--- src/rtl/expansion_pkg.sv ---
// Shared types and helpers for the expansion shift-register port controller.
package expansion_pkg;

  // Frame sequencer states, in the order a frame visits them.
  typedef enum logic [2:0] {
    ST_IDLE     = 3'd0,
    ST_SHIFT    = 3'd1,
    ST_LATCH_LO = 3'd2,
    ST_LATCH_HI = 3'd3,
    ST_DONE     = 3'd4
  } state_e;

  // Busy cycles of one complete frame: shift bits, latch low/high, done.
  function automatic int unsigned frame_cycles(input int unsigned width,
                                               input int unsigned divider);
    return width * 32'd2 * divider + 32'd2 * divider + 32'd1;
  endfunction

endpackage

--- src/rtl/shiftreg_phase_timer.sv ---
// Phase timer: raises tick_o on the last cycle of every DIVIDER-cycle phase
// while run_i is high; idles at zero so each frame starts on a phase boundary.
module shiftreg_phase_timer #(
  parameter int unsigned DIVIDER = 2
) (
  input  logic clk,
  input  logic rst_n,
  input  logic run_i,
  output logic tick_o
);

  localparam int unsigned CW = $clog2(DIVIDER - 1) + 1;
  localparam logic [CW-1:0] LAST = CW'(DIVIDER - 1);

  logic [CW-1:0] cnt_q;
  logic [CW-1:0] cnt_d;

  assign tick_o = run_i && (cnt_q == LAST);

  // Next count: wrap at the end of each phase, park at zero when not running.
  always_comb begin
    cnt_d = cnt_q;
    if (!run_i) begin
      cnt_d = '0;
    end else if (cnt_q == LAST) begin
      cnt_d = '0;
    end else begin
      cnt_d = cnt_q + CW'(1);
    end
  end

  // Phase counter register with synchronous reset.
  always_ff @(posedge clk) begin
    if (!rst_n) begin
      cnt_q <= '0;
    end else begin
      cnt_q <= cnt_d;
    end
  end

endmodule

--- src/rtl/expansion_shiftreg_ctrl.sv ---
// Frame scheduler for a 595 output chain and 165 input chain sharing CLOCK
// and LOAD. Frames start on host writes or the refresh timer; all pin
// outputs are registered from next-state values so they align with state.
// WIDTH must be at least 2.
module expansion_shiftreg_ctrl
  import expansion_pkg::*;
#(
  parameter int unsigned WIDTH   = 8,
  parameter int unsigned DIVIDER = 2,
  parameter int unsigned REFRESH = 50000
) (
  input  logic             clk,
  input  logic             rst_n,
  input  logic             enable,
  input  logic [WIDTH-1:0] out_data,
  input  logic             out_wr,
  output logic [WIDTH-1:0] in_data,
  output logic             in_valid,
  output logic             busy,
  output logic             SHIFT_OUT,
  input  logic             SHIFT_IN,
  output logic             SHIFT_CLK,
  output logic             SHIFT_LOAD
);

  localparam int unsigned REF_MAX_I = (REFRESH == 32'd0) ? 32'd0 : REFRESH - 32'd1;
  localparam int unsigned RW = $clog2(REF_MAX_I) + 1;
  localparam logic [RW-1:0] REF_MAX = RW'(REF_MAX_I);
  localparam int unsigned BW = $clog2(WIDTH - 1) + 1;
  localparam logic [BW-1:0] BIT_TOP = BW'(WIDTH - 1);

  state_e           state_q, state_d;
  logic             phase_hi_q, phase_hi_d;
  logic [BW-1:0]    bit_q, bit_d;
  logic [WIDTH-1:0] sr_out_q, sr_out_d;
  logic [WIDTH-1:0] sr_in_q, sr_in_d;
  logic [WIDTH-1:0] shadow_q, shadow_d;
  logic             pending_q, pending_d;
  logic [RW-1:0]    ref_q, ref_d;
  logic             primed_q, primed_d;
  logic [WIDTH-1:0] in_data_q, in_data_d;
  logic             in_valid_q, in_valid_d;
  logic             sclk_q, sclk_d;
  logic             load_q, load_d;
  logic             sout_q, sout_d;
  logic             busy_q, busy_d;
  logic             tick_s;
  logic             run_s;
  logic             start_s;

  assign run_s   = (state_q == ST_SHIFT) || (state_q == ST_LATCH_LO) ||
                   (state_q == ST_LATCH_HI);
  assign start_s = (state_q == ST_IDLE) && enable &&
                   (pending_q || ((REFRESH != 32'd0) && (ref_q == REF_MAX)));

  shiftreg_phase_timer #(.DIVIDER(DIVIDER)) u_timer (
    .clk    (clk),
    .rst_n  (rst_n),
    .run_i  (run_s),
    .tick_o (tick_s)
  );

  // State register.
  always_ff @(posedge clk) begin
    if (!rst_n) begin
      state_q <= ST_IDLE;
    end else begin
      state_q <= state_d;
    end
  end

  // Next-state: a frame walks SHIFT, LATCH_LO, LATCH_HI, DONE back to IDLE.
  always_comb begin
    state_d = state_q;
    case (state_q)
      ST_IDLE:     state_d = start_s ? ST_SHIFT : ST_IDLE;
      ST_SHIFT:    state_d = (tick_s && phase_hi_q && (bit_q == BW'(0))) ? ST_LATCH_LO : ST_SHIFT;
      ST_LATCH_LO: state_d = tick_s ? ST_LATCH_HI : ST_LATCH_LO;
      ST_LATCH_HI: state_d = tick_s ? ST_DONE : ST_LATCH_HI;
      ST_DONE:     state_d = ST_IDLE;
      default:     state_d = ST_IDLE;
    endcase
  end

  // Datapath next values: shift registers, host buffer, refresh and capture.
  always_comb begin
    phase_hi_d = 1'b0;
    bit_d      = bit_q;
    sr_out_d   = sr_out_q;
    sr_in_d    = sr_in_q;
    in_data_d  = in_data_q;
    in_valid_d = 1'b0;
    primed_d   = primed_q;
    shadow_d   = out_wr ? out_data : shadow_q;
    if (out_wr) begin
      pending_d = 1'b1;
    end else if (start_s) begin
      pending_d = 1'b0;
    end else begin
      pending_d = pending_q;
    end
    if (start_s) begin
      ref_d = '0;
    end else if (ref_q == REF_MAX) begin
      ref_d = ref_q;
    end else begin
      ref_d = ref_q + RW'(1);
    end
    case (state_q)
      ST_IDLE: begin
        if (start_s) begin
          bit_d    = BIT_TOP;
          sr_out_d = shadow_q;
        end else begin
          bit_d    = bit_q;
        end
      end
      ST_SHIFT: begin
        phase_hi_d = tick_s ? ~phase_hi_q : phase_hi_q;
        if (tick_s && !phase_hi_q) begin
          // End of low phase: the 165 output is settled, take it MSB first.
          sr_in_d = {sr_in_q[WIDTH-2:0], SHIFT_IN};
        end else if (tick_s && phase_hi_q) begin
          // End of high phase: present the next output bit.
          sr_out_d = {sr_out_q[WIDTH-2:0], 1'b0};
          bit_d    = (bit_q == BW'(0)) ? bit_q : bit_q - BW'(1);
        end else begin
          sr_in_d  = sr_in_q;
        end
      end
      ST_LATCH_HI: begin
        if (tick_s) begin
          // Entering DONE: the first frame only primes the 165 pipeline.
          in_data_d  = primed_q ? sr_in_q : in_data_q;
          in_valid_d = primed_q;
          primed_d   = 1'b1;
        end else begin
          in_valid_d = 1'b0;
        end
      end
      default: begin
        phase_hi_d = 1'b0;
      end
    endcase
  end

  // Pin outputs derived from next-state values so they register in step.
  always_comb begin
    sclk_d = (state_d == ST_SHIFT) && phase_hi_d;
    load_d = (state_d != ST_LATCH_LO);
    sout_d = (state_d == ST_SHIFT) ? sr_out_d[WIDTH-1] : 1'b0;
    busy_d = (state_d != ST_IDLE);
  end

  // Datapath and output registers; reset aborts any frame in progress.
  always_ff @(posedge clk) begin
    if (!rst_n) begin
      phase_hi_q <= 1'b0;
      bit_q      <= '0;
      sr_out_q   <= '0;
      sr_in_q    <= '0;
      shadow_q   <= '0;
      pending_q  <= 1'b1;
      ref_q      <= '0;
      primed_q   <= 1'b0;
      in_data_q  <= '0;
      in_valid_q <= 1'b0;
      sclk_q     <= 1'b0;
      load_q     <= 1'b1;
      sout_q     <= 1'b0;
      busy_q     <= 1'b0;
    end else begin
      phase_hi_q <= phase_hi_d;
      bit_q      <= bit_d;
      sr_out_q   <= sr_out_d;
      sr_in_q    <= sr_in_d;
      shadow_q   <= shadow_d;
      pending_q  <= pending_d;
      ref_q      <= ref_d;
      primed_q   <= primed_d;
      in_data_q  <= in_data_d;
      in_valid_q <= in_valid_d;
      sclk_q     <= sclk_d;
      load_q     <= load_d;
      sout_q     <= sout_d;
      busy_q     <= busy_d;
    end
  end

  assign in_data    = in_data_q;
  assign in_valid   = in_valid_q;
  assign busy       = busy_q;
  assign SHIFT_OUT  = sout_q;
  assign SHIFT_CLK  = sclk_q;
  assign SHIFT_LOAD = load_q;

endmodule

--- config.mk ---
export PLATFORM = sky130hd
export DESIGN_NAME = expansion_shiftreg_ctrl
export DESIGN_NICKNAME = d
export VERILOG_FILES = /design/src/rtl/expansion_pkg.sv /design/src/rtl/shiftreg_phase_timer.sv /design/src/rtl/expansion_shiftreg_ctrl.sv
export SDC_FILE = /design/constraint.sdc
export NUM_CORES = 1
export LEC_CHECK = 0
export ABC_AREA = 0
export ABC_CLOCK_PERIOD_IN_PS = 5100
export BUFFER_PORTS_ARGS = -buffer_cell sky130_fd_sc_hd__buf_2
export CAP_MARGIN = 20
export CORE_MARGIN = 3
export CORE_UTILIZATION = 62
export CTS_BUF_LIST = sky130_fd_sc_hd__clkbuf_8 sky130_fd_sc_hd__clkbuf_16
export DETAILED_ROUTE_END_ITERATION = 16
export GPL_TIMING_DRIVEN = 0
export PLACE_DENSITY = 0.83
export SLEW_MARGIN = 10
export SYNTH_ARGS = -nofsm -noshare
export SYNTH_HDL_FRONTEND = slang
export SYNTH_SLANG_ARGS = --single-unit
export TNS_END_PERCENT = 30
--- constraint.sdc ---
create_clock -name clk -period 5.1 [get_ports clk]
set_input_delay 0.255 -clock clk [delete_from_list [all_inputs] [get_ports clk]]
set_output_delay 0.255 -clock clk [all_outputs]
set_load 0.05 [all_outputs]
* Word-level counts from Yosys, hierarchy flattened
Index checks and enable logic that the tools add are counted.
** Word-level totals
- Bits in registers :: 65
- Latch bits :: 0
- Bits in writable memories :: 0
- Memory bits (read-only) :: 0
- Output and inout port bits :: 13
- Memories kept :: 0
** Cells by class
- Add/sub/neg operators :: 3
- $mul :: 0
- Div/mod/pow operators :: 0
- Magnitude comparators :: 0
- Equality and inequality tests :: 10
- Shift operators :: 0
- Muxes and demuxes :: 16
- Bitwise gates (word level) :: 3
- Reductions and logical operators :: 25
** Operator list (number)
- $mux 8 :: 3
- $add 17x1->17 const B :: 1
- $eq 17x16->1 const B :: 1
- $mux 4 :: 4
- $pmux 8 s2 :: 1
- $pmux 3 s4 :: 1
- $pmux 4 s2 :: 1
- $logic_and 1x1->1 :: 7
- $eq 3x1->1 const B :: 2
- $eq 3x2->1 const B :: 2
- $ne 2x2->1 const B :: 3
- $reduce_and 2->1 :: 3
- $reduce_and 3->1 :: 2
- $reduce_and 5->1 :: 1
- $logic_not 4->1 :: 1
- $mux 1 :: 4
- $reduce_and 4->1 :: 1
- $reduce_or 2->1 :: 2
- $sub 4x1->4 const B :: 1
- $logic_not 3->1 :: 1
- $logic_or 1x1->1 :: 3
- $mux 3 :: 1
- $ne 3x2->1 const B :: 1
- $not 1->1 :: 3
- 7 further kinds :: 7

* Logic depth before layout (Yosys ltp)
Gate-level depths: netlist of the first run.
- Depth after elaboration :: 10
- Mapped depth :: 10
- Depth with buffers taken out :: 9

* Modules after synthesis
Synthesis of the first run repeated with hierarchy kept, for this count alone.
** Second synthesis, totals
- Cells, all modules :: 298
- Area, all modules :: 2745.1 um2
** Modules (own cells, without submodules)
- expansion_shiftreg_ctrl :: times used 1, cells each 295, area an instance 2708.8 um2, sequential area each 1281.2 um2
- shiftreg_phase_timer :: times used 1, cells each 3, area an instance 36.3 um2, sequential area each 20.0 um2

* Worst setup path before layout of the first run
Ideal clock, no wire load.
- Path type :: register to register
- Start :: reg state_q[0]
- End :: reg sout_q (netlist: SHIFT_OUT)
- Library setup time :: 0.130 ns
- Arrival time :: 1.877 ns
- Required time :: 4.970 ns
- Setup slack :: 3.092 ns
- Cell stages (with the launch flop) :: 11
- Path buffers :: 1
- Period minus slack after synthesis :: 2.008 ns
- Cell sequence :: dfxtp_1 buf_2 nor2_1 nor2_1 and2_1 ha_1 nand2b_1 mux2_2 a222oi_1 o31a_1 o22ai_1
** Between the ends
- Longest elaborated chain between the ends :: 10
- Elaborated cells between the ends (all ways) :: 23
- Those cells by class :: eq/ne (4); mux (9); reduce/logical (10)
** RTL lines
- start: declaration :: RTL line expansion_shiftreg_ctrl.sv:32 : state_e state_q, state_d;
- start signal: assignment :: RTL line expansion_shiftreg_ctrl.sv:68 : state_q <= state_d;
- $eq 3x1->1 / $eq 3x2->1 (equally long branches) :: RTL line expansion_shiftreg_ctrl.sv:51, expansion_shiftreg_ctrl.sv:75, expansion_shiftreg_ctrl.sv:109
- $logic_or 1x1->1 (2 in series) :: RTL line expansion_shiftreg_ctrl.sv:51 : assign run_s = (state_q == ST_SHIFT) || (state_q == ST_LATCH_LO) ||
- $logic_and 1x1->1 :: RTL line shiftreg_phase_timer.sv:18 : assign tick_o = run_i && (cnt_q == LAST);
- $logic_and 1x1->1 :: RTL line expansion_shiftreg_ctrl.sv:77, expansion_shiftreg_ctrl.sv:123
- $logic_and 1x1->1 :: RTL line expansion_shiftreg_ctrl.sv:77 : ST_SHIFT: state_d = (tick_s && phase_hi_q && (bit_q == BW'(0))) ? ST_LATCH_LO : ST_SHIFT;
- $mux 2 :: RTL line expansion_shiftreg_ctrl.sv:77
- $pmux 3 s4 :: RTL line expansion_shiftreg_ctrl.sv:75 : case (state_q)
- $eq 3x1->1 :: RTL line expansion_shiftreg_ctrl.sv:151 : sout_d = (state_d == ST_SHIFT) ? sr_out_d[WIDTH-1] : 1'b0;
- $reduce_and 2->1 (no line)
- end signal: assignment :: RTL line expansion_shiftreg_ctrl.sv:185 : sout_q <= sout_d;
- end: declaration :: RTL line expansion_shiftreg_ctrl.sv:45 : logic sout_q, sout_d;
Several ways; a longest one is shown, not always the timed one. The select of a mux whose other input is x is not followed.
A chain may end at the register's enable or synchronous reset.

* Worst setup path in the final report of the first run
Same ends and word-level chain as after synthesis.

==> results.cfg, run 1 <==
[clock_network]
ctsRootBufferMaster = sky130_fd_sc_hd__clkbuf_8
tritoncts_num_sinks = 65
number_of_buffers_created_by_cts = 9
holdBufCountCts = 0
clkTransAtPathRegs_ps = 70
clock_tree.buffer_depth = 2
cts_tree = yes
cts_repair_resize_count = 0
htreeDepth = 3
number_of_setup_buffers_added_after_cts = 0
insertion_delay_of_the_later_clocked_pin_in_the_worst_skew_pair_ps = 340

[synthesis]
ys_seq_area_frac = 0.472
syn_inst = 315
yosys-mux-area-fraction = 0.0404
synth_compound_area_frac = 0.112
synth_enable_flop_cells = 0
synth.cell_area_sq_mm = 0.00276
synth_adder_area_share = 0.0227
synth.net_count = 333
synthesis.area_per_instance_sq_um = 8.75
post_synth_and_or_nand_nor_area_fraction = 0.265
postSynthRegisterBits = 65
yosys_warnings = 0
synth-main-ff-cell = sky130_fd_sc_hd__dfxtp_1
yosys.cell_types.count = 45
synth_xor_area_frac = 0.0509
dominant_combinational_cell_family_by_area_after_synthesis = simple AND/OR/NAND/NOR gates
postSynth.asyncResetShare = 0

[floorplanning]
placement_rows = 23
die-area_sq_mm = 0.00528
die_h_microns = 72.7
core_region_area_sq_mm = 0.00414
fp.dieW_microns = 72.7
boundaryPins = 26
initial_core_util = 0.665

[pwr]
share_clk_of_total_power = 0.442
power_frac_comb = 0.069
power_report.internal_total_mw = 0.834
seq_power_share = 0.489
switching_share = 0.231
peakVddDrop_uv = 204
net-switching-power_mw = 0.250
power.density_cell_area_mw_per_mm2 = 343
power.static_leakage_nw = 1.17

[route]
first_pass_iters = 4
detail_route.wirelength_microns = 5880
post_dr_vias_cell = 5.83
dr_total_vias = 2360
initialDrtViolationCount = 154
detail-route-antenna-nets = 0
count_of_unresolved_drc_violations_after_routing = 0
wl_per_cell_microns = 14.5

[sta]
post-route-period-util = 0.469
worst_setup_skew_after_layout_ps = 8.81
timing_hold_violations_final = 0
slew-limit-headroom = 0.511
timing_max_transition_violations_final = 0
max_freq_mhz = 418
post-route-min-period_ps = 2390
post_route_hold_slack_ps = 142
final.setup.tns_ps = 0
report.final.setup_viol = 0
setup_repair_after_global_routing_missed_its_margin = false
worst-slew-pin-transition_ps = 723

[finish]
filler_cell_count = 300
area_growth_syn_to_layout_pct = 14.6
most_common_library_cell_in_the_layout_ignoring_fill_and_taps = sky130_fd_sc_hd__dfxtp_1
drive_gt1_frac = 0.152
layout.cells.most_common_list = 65 x sky130_fd_sc_hd__dfxtp_1, 46 x sky130_fd_sc_hd__nand2_1, 39 x sky130_fd_sc_hd__nor2_1
fin_util = 0.762
final_cell_area_sq_mm = 0.00316
final_net_count = 368
antenna_cells = 0

[grt]
grt_util_met3 = 0.0510
maximum_number_of_pins_on_one_net_before_global_route_repair = 12
grt_antenna_before_repair = 0
grt_busiest_layer = met2
vias_in_the_first_global_route = 2240
grt_util_met2 = 0.413
grt.total_usage = 0.249
grt_total_ovfl = 0
grt_pass1_wl_microns = 10200
grt_util_met1 = 0.306

[setup_path]
worstReg2RegStart = state_q[0]
critPathSlowestCell = sky130_fd_sc_hd__mux2_2
endpoint_kind = register
required_time_of_the_worst_setup_path_ps = 5310
critical-path-top-cell-by-count = sky130_fd_sc_hd__nor2_1
crit_path_cell_chain = buf_2 > nor2_1 > nor2_1 > and2_1 > ha_1 > nand2b_1 > mux2_2 > a222oi_1 > o31a_1 > o22ai_1
worst-path-max-fanout = 9
cp-startpoint = state_q[0]
critical_path_buf_inv_count = 1
critical_path.max_stage_delay_ps = 360
cp_top_family = simple AND/OR/NAND/NOR gates
cp-start-kind = register
worstSetupPathType = reg2reg
worst_path_arrival_time_ps = 2600

[worst_hold_path]
min-delay-start = out_data[6]
timing.hold.worst.class = in2reg

[placement]
dp_hpwl_microns = 3940
placer_congestion = 0.841
portBuffers = 24
post_dp_cell_area_sq_mm = 0.00294

[status]
status = completed

[run]
maxCapViolCount = 0
cell usage after synthesis, types with 6 or more instances:
library cell	instances	share of area
sky130_fd_sc_hd__a21oi_1	23	0.042
sky130_fd_sc_hd__a22oi_1	6	0.016
sky130_fd_sc_hd__a31oi_1	6	0.014
sky130_fd_sc_hd__clkbuf_1	7	0.0095
sky130_fd_sc_hd__dfxtp_1	65	0.47
sky130_fd_sc_hd__mux2i_1	10	0.036
sky130_fd_sc_hd__nand2_1	46	0.063
sky130_fd_sc_hd__nand3_1	21	0.038
sky130_fd_sc_hd__nor2_1	39	0.053
sky130_fd_sc_hd__nor3_1	9	0.016
sky130_fd_sc_hd__xnor2_1	10	0.032
sky130_fd_sc_hd__xor2_1	6	0.019
through the flow:
stage | total power, mW | setup slack (ps) | instances
2_1_floorplan | 0.593 | 3090 | 315
3_3_place_gp | 0.612 | 2860 | 389
3_5_place_dp | 0.614 | 2790 | 389
4_1_cts | 1.09 | 2760 | 405
5_1_grt | 1.12 | 2510 | 405
6_report | 1.08 | 2710 | 405
power by group through the flow:
stage	sequential, mW	combinational [mW]	clock [mW]
floorplan	0.542	0.0508	0
global placement	0.541	0.0713	0
detailed placement	0.541	0.0731	0
CTS	0.530	0.0744	0.484
global route	0.531	0.0838	0.504
finish	0.530	0.0750	0.479
path summary, 6_finish.rpt:
check | end | slack [ps] | depth (start not counted)
setup / recovery | SHIFT_OUT | 2710 | 10
hold / removal | shadow_q[6] | 140 | 3
setup reg to reg | SHIFT_OUT | 2710 | 10
hold reg to reg | in_data[1] | 450 | 2
layer usage:
| layer | share of wire | up-vias |
|---|---|---|
| met3 | 0.049 | 15 |
| met5 | 0 | - |
| met2 | 0.49 | 76 |
| met4 | 0.028 | 0 |
| met1 | 0.44 | 1105 |
| li1 | - | 1164 |
kinds of logic (layout without fill, tap and decap cells):
| group | after synthesis | count (layout) |
|---|---|---|
| adders and majority gates | 5 | 5 |
| AOI/OAI and AO/OA | 50 | 50 |
| DFF | 65 | 65 |
| and+or+nand+nor | 150 | 150 |
| buffers and inverters | 18 | 58 |
| muxes | 11 | 11 |
| xor gates and xnor gates | 16 | 16 |
registers in the layout, indices dropped and copies added (netlist names):
signal,count
SHIFT_CLK,1
SHIFT_LOAD,1
SHIFT_OUT,1
bit_q,4
busy,1
in_data,8
in_valid,1
pending_q,1
phase_hi_q,1
primed_q,1
ref_q,17
shadow_q,8
sr_in_q,8
sr_out_q,8
state_q,3
u_timer.cnt_q,1
worst min-delay path, cell delays in order:
cell and delay, ps:
sky130_fd_sc_hd__buf_2 80, sky130_fd_sc_hd__mux2i_1 50, sky130_fd_sc_hd__nor2_1 70
area by class of cell:
class,instances,area [sq um],share of cell area
well taps,50,62.6,0.0198
clock buffers,10,138,0.0436
repair buffers,24,120,0.0380
clock inverters,6,82.6,0.0261
plain buffers,14,87.6,0.0277
multi-input cells,232,1350,0.428
flip-flops and latches,65,1300,0.412
inverters,4,15.0,0.00475
Power figures use the tool's default switching activity.
==> inputs of run 2 (changes only) <==
Settings changed: ABC_AREA 0 to 1, ABC_CLOCK_PERIOD_IN_PS 5100 to 2480, CORE_UTILIZATION 62 to 58, PLACE_DENSITY 0.83 to 0.78.
Clock period 5.1 ns to 2.48 ns, I/O delays scaled along.
==> results.cfg, run 2 <==
[pwr]
switching_share = 0.234
power_frac_comb = 0.081
power.total_mw = 2.26
peakVddDrop_uv = 568
share_clk_of_total_power = 0.435
power.static_leakage_nw = 1.45
power.density_cell_area_mw_per_mm2 = 679
net-switching-power_mw = 0.529
seq_power_share = 0.484
power_report.internal_total_mw = 1.73

[finish]
area_growth_syn_to_layout_pct = 17.3
antenna_cells = 0
largest_register_ff_count = 17
final_cell_count_no_fill = 481
fin_util = 0.735
largest_register = ref_q
final_net_count = 429
drive_gt1_frac = 0.180
layout.cells.most_common_list = 65 x sky130_fd_sc_hd__dfxtp_1, 55 x sky130_fd_sc_hd__nor2_1, 50 x sky130_fd_sc_hd__nand2_1
final_cell_area_sq_mm = 0.00333
most_common_library_cell_in_the_layout_ignoring_fill_and_taps = sky130_fd_sc_hd__dfxtp_1

[synthesis]
synth-main-ff-cell = sky130_fd_sc_hd__dfxtp_1
postSynthRegisterBits = 65
cell_with_the_most_instances_after_synthesis = sky130_fd_sc_hd__dfxtp_1
yosys_warnings = 0
synth.top_cell.area_share = 0.458
synth.net_count = 387
synth.cells.most_frequent = 65 x sky130_fd_sc_hd__dfxtp_1, 55 x sky130_fd_sc_hd__nor2_1, 50 x sky130_fd_sc_hd__nand2_1
synth_enable_flop_cells = 0
synth.cell_area_sq_mm = 0.00284
syn_inst = 369
synthesis.area_per_instance_sq_um = 7.70
yosys.cell_types.count = 39
synth.largest_area_cell = sky130_fd_sc_hd__dfxtp_1
postSynth.asyncResetShare = 0
ys_seq_area_frac = 0.458
leading_cell_types_by_total_area_after_synthesis = sky130_fd_sc_hd__dfxtp_1 46%, sky130_fd_sc_hd__nor2_1 7.3%, sky130_fd_sc_hd__nand2_1 6.6%

[sta]
slew-limit-headroom = 0.687
setup_repair_after_global_routing_missed_its_margin = false
worst-slew-pin-transition_ps = 469
setup_ws_ps = 467
timing_max_transition_violations_final = 0
final.setup.tns_ps = 0
report.final.setup_viol = 0
post-route-period-util = 0.812
timing_hold_violations_final = 0
post-route-min-period_ps = 2010
max_freq_mhz = 497
post_route_hold_slack_ps = 76.2
worst_setup_skew_after_layout_ps = 10.8

[grt]
grt_total_ovfl = 0
vias_in_the_first_global_route = 2194
grt_pass1_wl_microns = 9840
grt_antenna_before_repair = 0
grt.total_usage = 0.212
maximum_number_of_pins_on_one_net_before_global_route_repair = 12

[clock_network]
clock_tree.buffer_depth = 2
cts_tree = yes
number_of_setup_buffers_added_after_cts = 0
tritoncts_num_sinks = 65
number_of_buffers_created_by_cts = 9
htreeDepth = 3
insertion_delay_of_the_later_clocked_pin_in_the_worst_skew_pair_ps = 340
clkTransAtPathRegs_ps = 70
ctsRootBufferMaster = sky130_fd_sc_hd__clkbuf_8

[placement]
post_dp_cell_area_sq_mm = 0.00304
placer_congestion = 0.835
placed_cells_incl_taps = 458
dp_hpwl_microns = 3900
pre_cts_ws_ps = 492
portBuffers = 24

[route]
dr_total_vias = 2402
detail-route-antenna-nets = 0
count_of_unresolved_drc_violations_after_routing = 0
post_dr_vias_cell = 4.99
detail_route.wirelength_microns = 5590
wl_per_cell_microns = 11.6
first_pass_iters = 4
initialDrtViolationCount = 162

[setup_path]
required_time_of_the_worst_setup_path_ps = 2710
worstRegToRegCells = 11
worstReg2RegStart = state_q[0]
endpoint_kind = register
timing.rr.end = sr_out_q[1]
worst-path-max-fanout = 8
cp-start-kind = register
worstSetupPathType = reg2reg
regToRegSetupSlack_ps = 470
worst_path_arrival_time_ps = 2250

[floorplanning]
placement_rows = 24
boundaryPins = 26
fp.dieW_microns = 76.0
die-area_sq_mm = 0.00578
initial_core_util = 0.627
die_h_microns = 76.0
core_region_area_sq_mm = 0.00453

[worst_hold_path]
timing.hold.worst.class = in2reg
hold_path_depth = 3
min-delay-start = SHIFT_IN
timing.hold.worst_endpoint = sr_in_q[0]

[run]
maxCapViolCount = 0

[status]
status = completed
## run 2: cell types whose count changed after synthesis, sizes merged, moves of 6 or more
cell and change:
nor2 +19, xnor2 -9, inv +42, o21ai +26, a22oi -6, nand2 +12
mux2i -10, a21oi +8
## run 2: timing repair
item | CTS | global route
endpoints found under the hold margin | 7 | 0
hold buffers | 7 | 0
setup endpoints to repair | 0 | 0
resized for setup | 0 | 0
## run 2: cell type report
| type | instances | area [sq um] |
|---|---|---|
| clock buffers | 10 | 138 |
| flip-flops and latches | 65 | 1300 |
| multi-input cells | 247 | 1300 |
| repair buffers | 31 | 190 |
| fillers | 355 | 1200 |
| plain buffers | 10 | 63.8 |
| clock inverters | 6 | 82.6 |
| well taps | 65 | 81.3 |
| inverters | 47 | 176 |
## run 2: worst max path at each step
| stage | startpoint | endpoint | slack [ps] |
|---|---|---|---|
| after floorplan | state_q[0] | sr_out_q[1] | 830 |
| after global placement | state_q[0] | sr_out_q[1] | 530 |
| after detailed placement | state_q[0] | sr_out_q[1] | 490 |
| after CTS | state_q[0] | sr_out_q[1] | 470 |
| after global routing | state_q[0] | sr_out_q[5] | 310 |
| final | state_q[0] | sr_out_q[1] | 470 |
## run 2: critical path, cell delays in order, from the launching register on
cell                      delay [ps]
sky130_fd_sc_hd__dfxtp_1         350
sky130_fd_sc_hd__o21ai_0         230
sky130_fd_sc_hd__nor2_1          100
sky130_fd_sc_hd__ha_1            240
sky130_fd_sc_hd__nor2_1          170
sky130_fd_sc_hd__inv_1           100
sky130_fd_sc_hd__nor2_4          200
sky130_fd_sc_hd__inv_1           170
sky130_fd_sc_hd__nand2_1         130
sky130_fd_sc_hd__inv_1            60
sky130_fd_sc_hd__nor2_1          100
sky130_fd_sc_hd__nor2_1           40
## run 2: layer usage
layer	vias up	part of all wire	wire length, microns	global-route usage
met2	53	0.44	2430	0.306
met4	0	0.017	97	0.0924
li1	1271	-	-	-
met1	1071	0.50	2810	0.292
met3	7	0.045	252	0.0686
met5	-	0	0	0
## run 2: logic make-up after synthesis
group,after synthesis,synth area share
flip-flops,65,0.458
adder cells (fa/ha/maj),5,0.0220
buffers and inverters,57,0.0845
AND/OR/NAND/NOR,164,0.280
AO/OA/AOI/OAI,70,0.131
XOR/XNOR,8,0.0246
## run 2: power groups by stage
stage | Clock (mW) | Sequential (mW) | Combinational (mW)
6_report | 0.984 | 1.10 | 0.184
5_1_grt | 1.06 | 1.10 | 0.206
4_1_cts | 1.01 | 1.10 | 0.182
3_5_place_dp | 0 | 1.12 | 0.173
3_3_place_gp | 0 | 1.12 | 0.170
2_1_floorplan | 0 | 1.12 | 0.125
